**config.mk**
```make
export PLATFORM = sky130hd
export DESIGN_NAME = ifu_fetch
export DESIGN_NICKNAME = d
export VERILOG_FILES = /design/src/rtl/ifu_fetch.sv
export SDC_FILE = /design/constraint.sdc
export NUM_CORES = 1
export LEC_CHECK = 0
export CORE_AREA = 5 5 125 174
export DETAILED_ROUTE_END_ITERATION = 6
export DIE_AREA = 0 0 130 179
export GPL_TIMING_DRIVEN = 0
export HOLD_SLACK_MARGIN = 0.05
export PLACE_DENSITY = 0.82
export SLEW_MARGIN = 20
export SYNTH_ARGS = -nofsm -noshare
export SYNTH_HDL_FRONTEND = slang
export SYNTH_SLANG_ARGS = --single-unit
```
**constraint.sdc**
```tcl
create_clock -name clk -period 15.02 [get_ports clk]
set_clock_uncertainty 0.1 [all_clocks]
set_input_delay 1.502 -clock clk [delete_from_list [all_inputs] [get_ports clk]]
set_output_delay 1.502 -clock clk [all_outputs]
set_load 0.05 [all_outputs]
```
**src/rtl/ifu_fetch.sv**
```systemverilog
// Instruction-fetch unit: PC generation, single-outstanding imem requests and a small
// fetch buffer feeding IF/ID. Optional macro IFU_MISALIGN_CHECK_EN adds fetch_misalign.
module ifu_fetch #(
    parameter logic [31:0] RESET_PC   = 32'h0000_0000,
    parameter int          FIFO_DEPTH = 2,
    parameter logic [31:0] NOP_INSTR  = 32'h0000_0013
) (
    input  logic        clk,
    input  logic        rst,
    input  logic        checkpre_flush,
    input  logic [31:0] redirect_pc,
    input  logic        feedforward_stall,
    output logic        imem_req,
    output logic [31:0] imem_addr,
    input  logic        imem_gnt,
    input  logic        imem_rvalid,
    input  logic [31:0] imem_rdata,
    output logic [31:0] ifid_instr,
    output logic [31:0] ifid_addr,
    output logic        ifid_valid
`ifdef IFU_MISALIGN_CHECK_EN
    ,
    output logic        fetch_misalign
`endif
);

    localparam int              PTR_W      = (FIFO_DEPTH > 1) ? $clog2(FIFO_DEPTH) : 1;
    localparam int              CNT_W      = PTR_W + 1;
    localparam logic [CNT_W-1:0] DEPTH_C   = CNT_W'(FIFO_DEPTH);
    localparam logic [31:0]     ALIGN_MASK = 32'hFFFF_FFFC;

    typedef enum logic [1:0] {
        S_IDLE = 2'd0,
        S_REQ  = 2'd1,
        S_WAIT = 2'd2
    } state_e;

    state_e             state_q, state_d;
    logic [31:0]        pc_q, pc_d;
    logic               drop_q, drop_d;
    logic               imem_req_q, imem_req_d;
    logic [31:0]        imem_addr_q, imem_addr_d;
    logic [CNT_W-1:0]   count_q, count_d;
    logic [PTR_W-1:0]   wr_ptr_q, wr_ptr_d;
    logic [PTR_W-1:0]   rd_ptr_q, rd_ptr_d;
    logic [63:0]        mem_q [FIFO_DEPTH];
    logic [63:0]        mem_d [FIFO_DEPTH];

    logic               flush_s;
    logic               push_s;
    logic               pop_s;
    logic               block_s;
    logic               not_empty_s;
    logic [31:0]        target_s;

    assign flush_s     = checkpre_flush;
    assign target_s    = redirect_pc & ALIGN_MASK;
    assign not_empty_s = (count_q != {CNT_W{1'b0}});
    assign push_s      = (state_q == S_WAIT) && imem_rvalid && !drop_q && !flush_s;
    assign pop_s       = not_empty_s && !feedforward_stall && !flush_s;

`ifdef IFU_MISALIGN_CHECK_EN
    logic misalign_q, misalign_d;

    // A misaligned redirect latches the error and blocks new requests until an aligned one.
    always_comb begin
        if (flush_s) begin
            misalign_d = (redirect_pc[1:0] != 2'b00);
        end else begin
            misalign_d = misalign_q;
        end
    end

    assign block_s        = misalign_d;
    assign fetch_misalign = misalign_q;
`else
    assign block_s = 1'b0;
`endif

    // Fetch buffer next state: flush empties it, otherwise push at tail and pop at head.
    always_comb begin
        mem_d    = mem_q;
        wr_ptr_d = wr_ptr_q;
        rd_ptr_d = rd_ptr_q;
        count_d  = count_q;
        if (flush_s) begin
            wr_ptr_d = {PTR_W{1'b0}};
            rd_ptr_d = {PTR_W{1'b0}};
            count_d  = {CNT_W{1'b0}};
        end else begin
            if (push_s) begin
                mem_d[wr_ptr_q] = {imem_rdata, imem_addr_q};
            end else begin
                mem_d = mem_q;
            end
            wr_ptr_d = wr_ptr_q + PTR_W'(push_s);
            rd_ptr_d = rd_ptr_q + PTR_W'(pop_s);
            count_d  = count_q + CNT_W'(push_s) - CNT_W'(pop_s);
        end
    end

    // Request FSM: the outstanding request always owns one buffer slot, so pushes never overflow.
    always_comb begin
        state_d = state_q;
        pc_d    = pc_q;
        drop_d  = drop_q;
        case (state_q)
            S_IDLE: begin
                if (flush_s) begin
                    pc_d    = target_s;
                    state_d = block_s ? S_IDLE : S_REQ;
                end else if (!block_s && (count_q < DEPTH_C)) begin
                    state_d = S_REQ;
                end else begin
                    state_d = S_IDLE;
                end
            end
            S_REQ: begin
                if (flush_s) begin
                    pc_d   = target_s;
                    drop_d = 1'b1;
                end else if (imem_gnt && !drop_q) begin
                    pc_d = pc_q + 32'd4;
                end else begin
                    pc_d = pc_q;
                end
                if (imem_gnt) begin
                    state_d = S_WAIT;
                end else begin
                    state_d = S_REQ;
                end
            end
            S_WAIT: begin
                if (flush_s) begin
                    pc_d = target_s;
                end else begin
                    pc_d = pc_q;
                end
                if (imem_rvalid) begin
                    drop_d  = 1'b0;
                    state_d = (!block_s && (count_d < DEPTH_C)) ? S_REQ : S_IDLE;
                end else begin
                    drop_d  = flush_s ? 1'b1 : drop_q;
                    state_d = S_WAIT;
                end
            end
            default: begin
                state_d = S_IDLE;
                drop_d  = 1'b0;
            end
        endcase
    end

    // The request address is loaded only on entry to REQ, so a held request never changes.
    always_comb begin
        imem_req_d = (state_d == S_REQ);
        if ((state_d == S_REQ) && (state_q != S_REQ)) begin
            imem_addr_d = pc_d;
        end else begin
            imem_addr_d = imem_addr_q;
        end
    end

    // State registers.
    always_ff @(posedge clk or posedge rst) begin
        if (rst) begin
            state_q     <= S_IDLE;
            pc_q        <= RESET_PC;
            drop_q      <= 1'b0;
            imem_req_q  <= 1'b0;
            imem_addr_q <= RESET_PC;
            count_q     <= {CNT_W{1'b0}};
            wr_ptr_q    <= {PTR_W{1'b0}};
            rd_ptr_q    <= {PTR_W{1'b0}};
            for (int i = 0; i < FIFO_DEPTH; i++) begin
                mem_q[i] <= 64'h0;
            end
`ifdef IFU_MISALIGN_CHECK_EN
            misalign_q  <= 1'b0;
`endif
        end else begin
            state_q     <= state_d;
            pc_q        <= pc_d;
            drop_q      <= drop_d;
            imem_req_q  <= imem_req_d;
            imem_addr_q <= imem_addr_d;
            count_q     <= count_d;
            wr_ptr_q    <= wr_ptr_d;
            rd_ptr_q    <= rd_ptr_d;
            mem_q       <= mem_d;
`ifdef IFU_MISALIGN_CHECK_EN
            misalign_q  <= misalign_d;
`endif
        end
    end

    assign imem_req   = imem_req_q;
    assign imem_addr  = imem_addr_q;
    assign ifid_valid = not_empty_s;
    assign ifid_instr = not_empty_s ? mem_q[rd_ptr_q][63:32] : NOP_INSTR;
    assign ifid_addr  = not_empty_s ? mem_q[rd_ptr_q][31:0]  : 32'h0000_0000;

endmodule

```
After elaboration in Yosys (flattened, before gate mapping)
Index checks and enable logic that the tools add are counted.

cells by class
  add/sub/neg operators = 5
  multipliers = 0
  divide/modulo/power cells = 0
  order comparisons = 5
  eq/ne operators = 4
  shift-type cells = 0
  muxes and demuxes = 24
  bitwise logic cells = 3
  reductions and logical operators = 15

operator list
  kind                     number
  $mux W64                 4
  $mux W32                 5
  $bwmux W128              1
  $demux W64 S1            1
  $pmux W32 S2             1
  $add A32 B3 Y32 const B  1
  $logic_and A1 B1 Y1      8
  $mux W1                  7
  $mux W2                  3
  $pmux W2 S3              1
  $eq A2 B1 Y1 const B     2
  $ge A2 B2 Y1 const B     2
  $lt A2 B2 Y1 const B     2
  $not A1 Y2               2
  $logic_not A1 Y1         3
  $pmux W1 S3              1
  $add A1 B1 Y1            2
  $add A2 B1 Y2            1
  $eq A2 B2 Y1 const B     1
  $logic_not A2 Y1         1
  $lt A2 B1 Y1 const B     1
  $ne A2 B1 Y1 const B     1
  $reduce_and A2 Y1        1
  $reduce_bool A2 Y1       1
  other kinds (3)          3

storage, ports and cells
  register bits after elaboration = 200
  latch bits = 0
  bits in writable memories = 0
  memory bits (read-only) = 0
  input bits = 70
  output and inout port bits = 98
  memories = 0

Logic depth before layout (Yosys ltp)
  word-level depth = 13
  mapped depth = 14

Least setup slack after synthesis
No wires, ideal clock.

  path type = input port to flip-flop
  from = input checkpre_flush
  to = register imem_addr_q[0], in the netlist imem_addr[0]
  data arrival time = 4232 ps
  path slack = 10564 ps
  stages = 12
  path through = clkbuf_1 > clkbuf_1 > clkbuf_1 > nor3_1 > ha_1 > inv_1 > ha_1 > xnor3_1 > o21bai_1 > a2111oi_4 > buf_2 > mux2_2

on the way
  word-level cells in the longest chain between the ends = 11
  elaborated cells between the ends (all ways) = 16
  those cells by class = add/sub (2); order compare (1); eq/ne (1); mux (8); reduce/logical (4)

RTL lines
  item                    line    source
  start: declaration      10      input logic checkpre_flush,
  $logic_not A1 Y1        59, 60
  $logic_and A1 B1 Y1     59      assign push_s = (state_q == S_WAIT) && imem_rvalid && !drop_q && !flush_s;
  $add A2 B1 Y2           98      count_d = count_q + CNT_W'(push_s) - CNT_W'(pop_s);
  $sub A2 B1 Y2           98
  $mux W2                 86      if (flush_s) begin
  $lt A2 B2 Y1            141     state_d = (!block_s && (count_d < DEPTH_C)) ? S_REQ : S_IDLE;
  $mux W1                 141
  $mux W2                 139     if (imem_rvalid) begin
  $pmux W2 S3             107     case (state_q)
  $eq A2 B1 Y1            157     if ((state_d == S_REQ) && (state_q != S_REQ)) begin
  $logic_and A1 B1 Y1     157
  end signal: assignment  186     imem_addr_q <= imem_addr_d;
  end: declaration        42      logic [31:0] imem_addr_q, imem_addr_d;

Several ways; a longest one is shown, not always the timed one.
A chain may end at the register's enable or synchronous reset.

Worst setup path in the final report
  from = input checkpre_flush
  to = register imem_addr_q[4], in the netlist imem_addr[4]

Same word-level chain as after synthesis.

==> qor.yml <==
status: "finished, final reports clean"
wire_per_inst_um: 19.6
grtUsageTotal: 0.225
syn_inst: 858
power.internal_mw: 1.36
power_frac_seq: 0.364
crit_fanout: 10
cts_tree: "yes"
rows: 61
diodes: 0
fin_crit_sh: 0.368
layout_commonest_cell: "dfrtp_1"
yosys_warnings: 0
rsz0062_at_grt: "no"
cts_num_sinks: 200
drv_slew: 0
grt_max_degree: 82
post-route-min-period_ns: 5.52
cts_hold_buf: 0
syn_to_final_growth_pct: 26.8
worst_pin_slew_ns: 0.975
hold_class: "reg -> reg"
detail_route.wirelength_mm: 25.7
hold_viol: 0
dp.cells: 1277
clk_pin_slew_ns: 0.07
n_fill_cell: 1608
overflow: 0
fp.dieArea_um2: 23300
timing.final.ws_setup_ns: 9.50
ctsResizeCount: 0
dr_total_vias: 7536
fin_cells: 1309
final-seq-area_um2: 5000
max_slew_margin: 0.350
place_congestion: 0.921
final_cell_mix: "dfrtp_1 (200), clkdlybuf4s50_1 (165), mux2_2 (141), nor2_1 (114), mux2i_1 (76)"
grt_pass1_wl_mm: 40.9
hold_depth: 1
dp_slack_ns: 9.08
cap_violations: 0
hpwl_mm: 18.7
grt_pass1_vias: 7690
ir_worst_vdd_mv: 0.109
path_class: "in -> reg"
critical_path.slowest_cell: "clkdlybuf4s50_1"
start_util: 0.493
synth_fp_nets: 935
finalSetupTns_ns: 0
root_buffer: "clkbuf_16"
setup_violations: 0
first_pass_iters: 6
crit_path_start_kind: "input pin"
drive_gt1_frac: 0.188
switching_share: 0.412
port_buffers: 165
die_w_um: 130
post_cts_buffers: 0
arrival_ns: 5.72
async_flop_share: 1.00
grt_use_met2: 0.389
multi_input_area_um2: 4490
clockPowerShare: 0.199
cp_cell_sequence: "clkdlybuf4s50_1, clkbuf_1, clkbuf_1, clkbuf_1, nor3_1, ha_1, inv_1, ha_1, xnor3_1, o21bai_1, a2111oi_4, buf_2, buf_2, a21oi_1"
cts_buffers: 17
post-route-util: 0.624
synth_edf_count: 0
viasPerCell: 5.76
critPathMaxStageDelay_ns: 0.57
total_leakage_power_nw: 5.22
reg2reg_depth: 14
h-tree-depth: 4
synth_seq_cells: 200
clockBufferDepth: 2
worstSetupEndpointType: "register"
fp.dieH_um: 179
powerDensity_nw_per_um2: 187
yosysSeqAreaShare: 0.512
netSwitchingPower_uw: 953
grtUsageMet3: 0.0358
antenna_found_initial: 0
syn-cell-area_um2: 9780
clk_latency_ns: 0.43
worstPathRequired_ns: 15.21
grt_use_met1: 0.285
path_common_cell: "clkbuf_1"
max_freq_mhz: 181
antenna_left: 0
pin_count: 168
core_area_um2: 19800
avgSynthCellArea_um2: 11.4
drtIter0Drc: 605
grt_busiest_layer: "met2"
drc: 0
p_total_mw: 2.31
combPwrFrac: 0.437
nNetsFinal: 1121
ys_types: 65
synthFlopType: "dfrtp_1"
-- cells by family (layout without fill, tap and decap cells) --
family | after synthesis | in the layout | share of synthesized area
buf+inv | 70 | 269 | 0.0291
xor+xnor | 5 | 5 | 0.00589
fa+ha+maj | 7 | 7 | 0.00896
compound gates | 125 | 125 | 0.0847
flops | 200 | 200 | 0.512
simple gates | 233 | 233 | 0.118
mux | 218 | 218 | 0.242
-- worst paths after layout --
path / startpoint / to / slack [ns]
max: checkpre_flush / imem_addr[4] / 9.50
max reg2reg: state_q[0] / imem_addr[4] / 11.24
max in group asynchronous: rst / mem_q[24] / 12.74
min: pc_q[0] / pc_q[0] / 0.39
min reg2reg: pc_q[0] / pc_q[0] / 0.39
min in group asynchronous: rst / mem_q[48] / 1.36
-- layer usage --
metal  wire, um  part of all wire
met2      13300              0.52
met1      10300              0.40
met4        661             0.026
met3       1430             0.056
met5          0                 0
-- through the flow --
stage | hold WS, ns | area [um^2]
2_1_floorplan | 0.344 | 9780
3_3_place_gp | 0.360 | 11700
6_report | 0.390 | 12400
4_1_cts | 0.399 | 12400
5_1_grt | 0.414 | 12400
3_5_place_dp | 0.376 | 11800
-- flip-flops by register name, summed over array words and instances, names as in the netlist --
name / count
state_q: 2
imem_req: 1
drop_q: 1
rd_ptr_q: 1
mem_q: 128
pc_q: 32
imem_addr: 32
count_q: 2
wr_ptr_q: 1
-- Yosys cell counts, types with 3 or more instances --
master	n	share of area
or3_1	4	0.0026
o21a_1	3	0.0023
nand4_1	8	0.0051
and4_1	4	0.0036
a21oi_1	39	0.020
o22ai_1	3	0.0019
o21bai_1	6	0.0046
nand2b_1	10	0.0064
or2_2	3	0.0019
nand2_1	26	0.010
o221ai_1	9	0.0081
nor3_1	15	0.0077
clkbuf_1	35	0.013
a311oi_1	4	0.0036
o21ai_0	26	0.013
and3_1	3	0.0019
xnor2_1	4	0.0036
mux2_2	141	0.16
nand3_1	15	0.0077
a22oi_1	6	0.0046
buf_2	11	0.0056
ha_1	7	0.0090
nor4_1	5	0.0032
a2bb2oi_1	3	0.0027
dfrtp_1	200	0.51
inv_1	14	0.0054
nor2_1	114	0.044
mux2i_1	76	0.078
nor2b_1	7	0.0045
and2_1	3	0.0019
buf_1	7	0.0027
-- layout make-up --
| class | instances | area share |
|---|---|---|
| clock inverters | 12 | 0.0113 |
| flip-flops and latches | 200 | 0.404 |
| repair buffers | 167 | 0.138 |
| inverters | 15 | 0.00515 |
| clock buffers | 20 | 0.0360 |
| well taps | 252 | 0.0254 |
| multi-input cells | 588 | 0.362 |
| plain buffers | 55 | 0.0184 |
-- power by group through the flow --
stage	Combinational [mW]	Sequential (mW)	Clock, mW
3_5_place_dp	1.01	0.852	0
5_1_grt	1.09	0.866	0.491
2_1_floorplan	0.578	0.949	0
3_3_place_gp	0.985	0.844	0
6_report	1.01	0.842	0.461
4_1_cts	1.01	0.842	0.468
-- worst max-delay path, delay by kind of cell --
kind / cells / cell delay, ns
xor+xnor: 1 / 0.23
fa+ha+maj: 2 / 0.47
buf+inv: 7 / 2.61
compound gates: 3 / 0.77
simple gates: 1 / 0.13
Power figures use the tool's default switching activity.
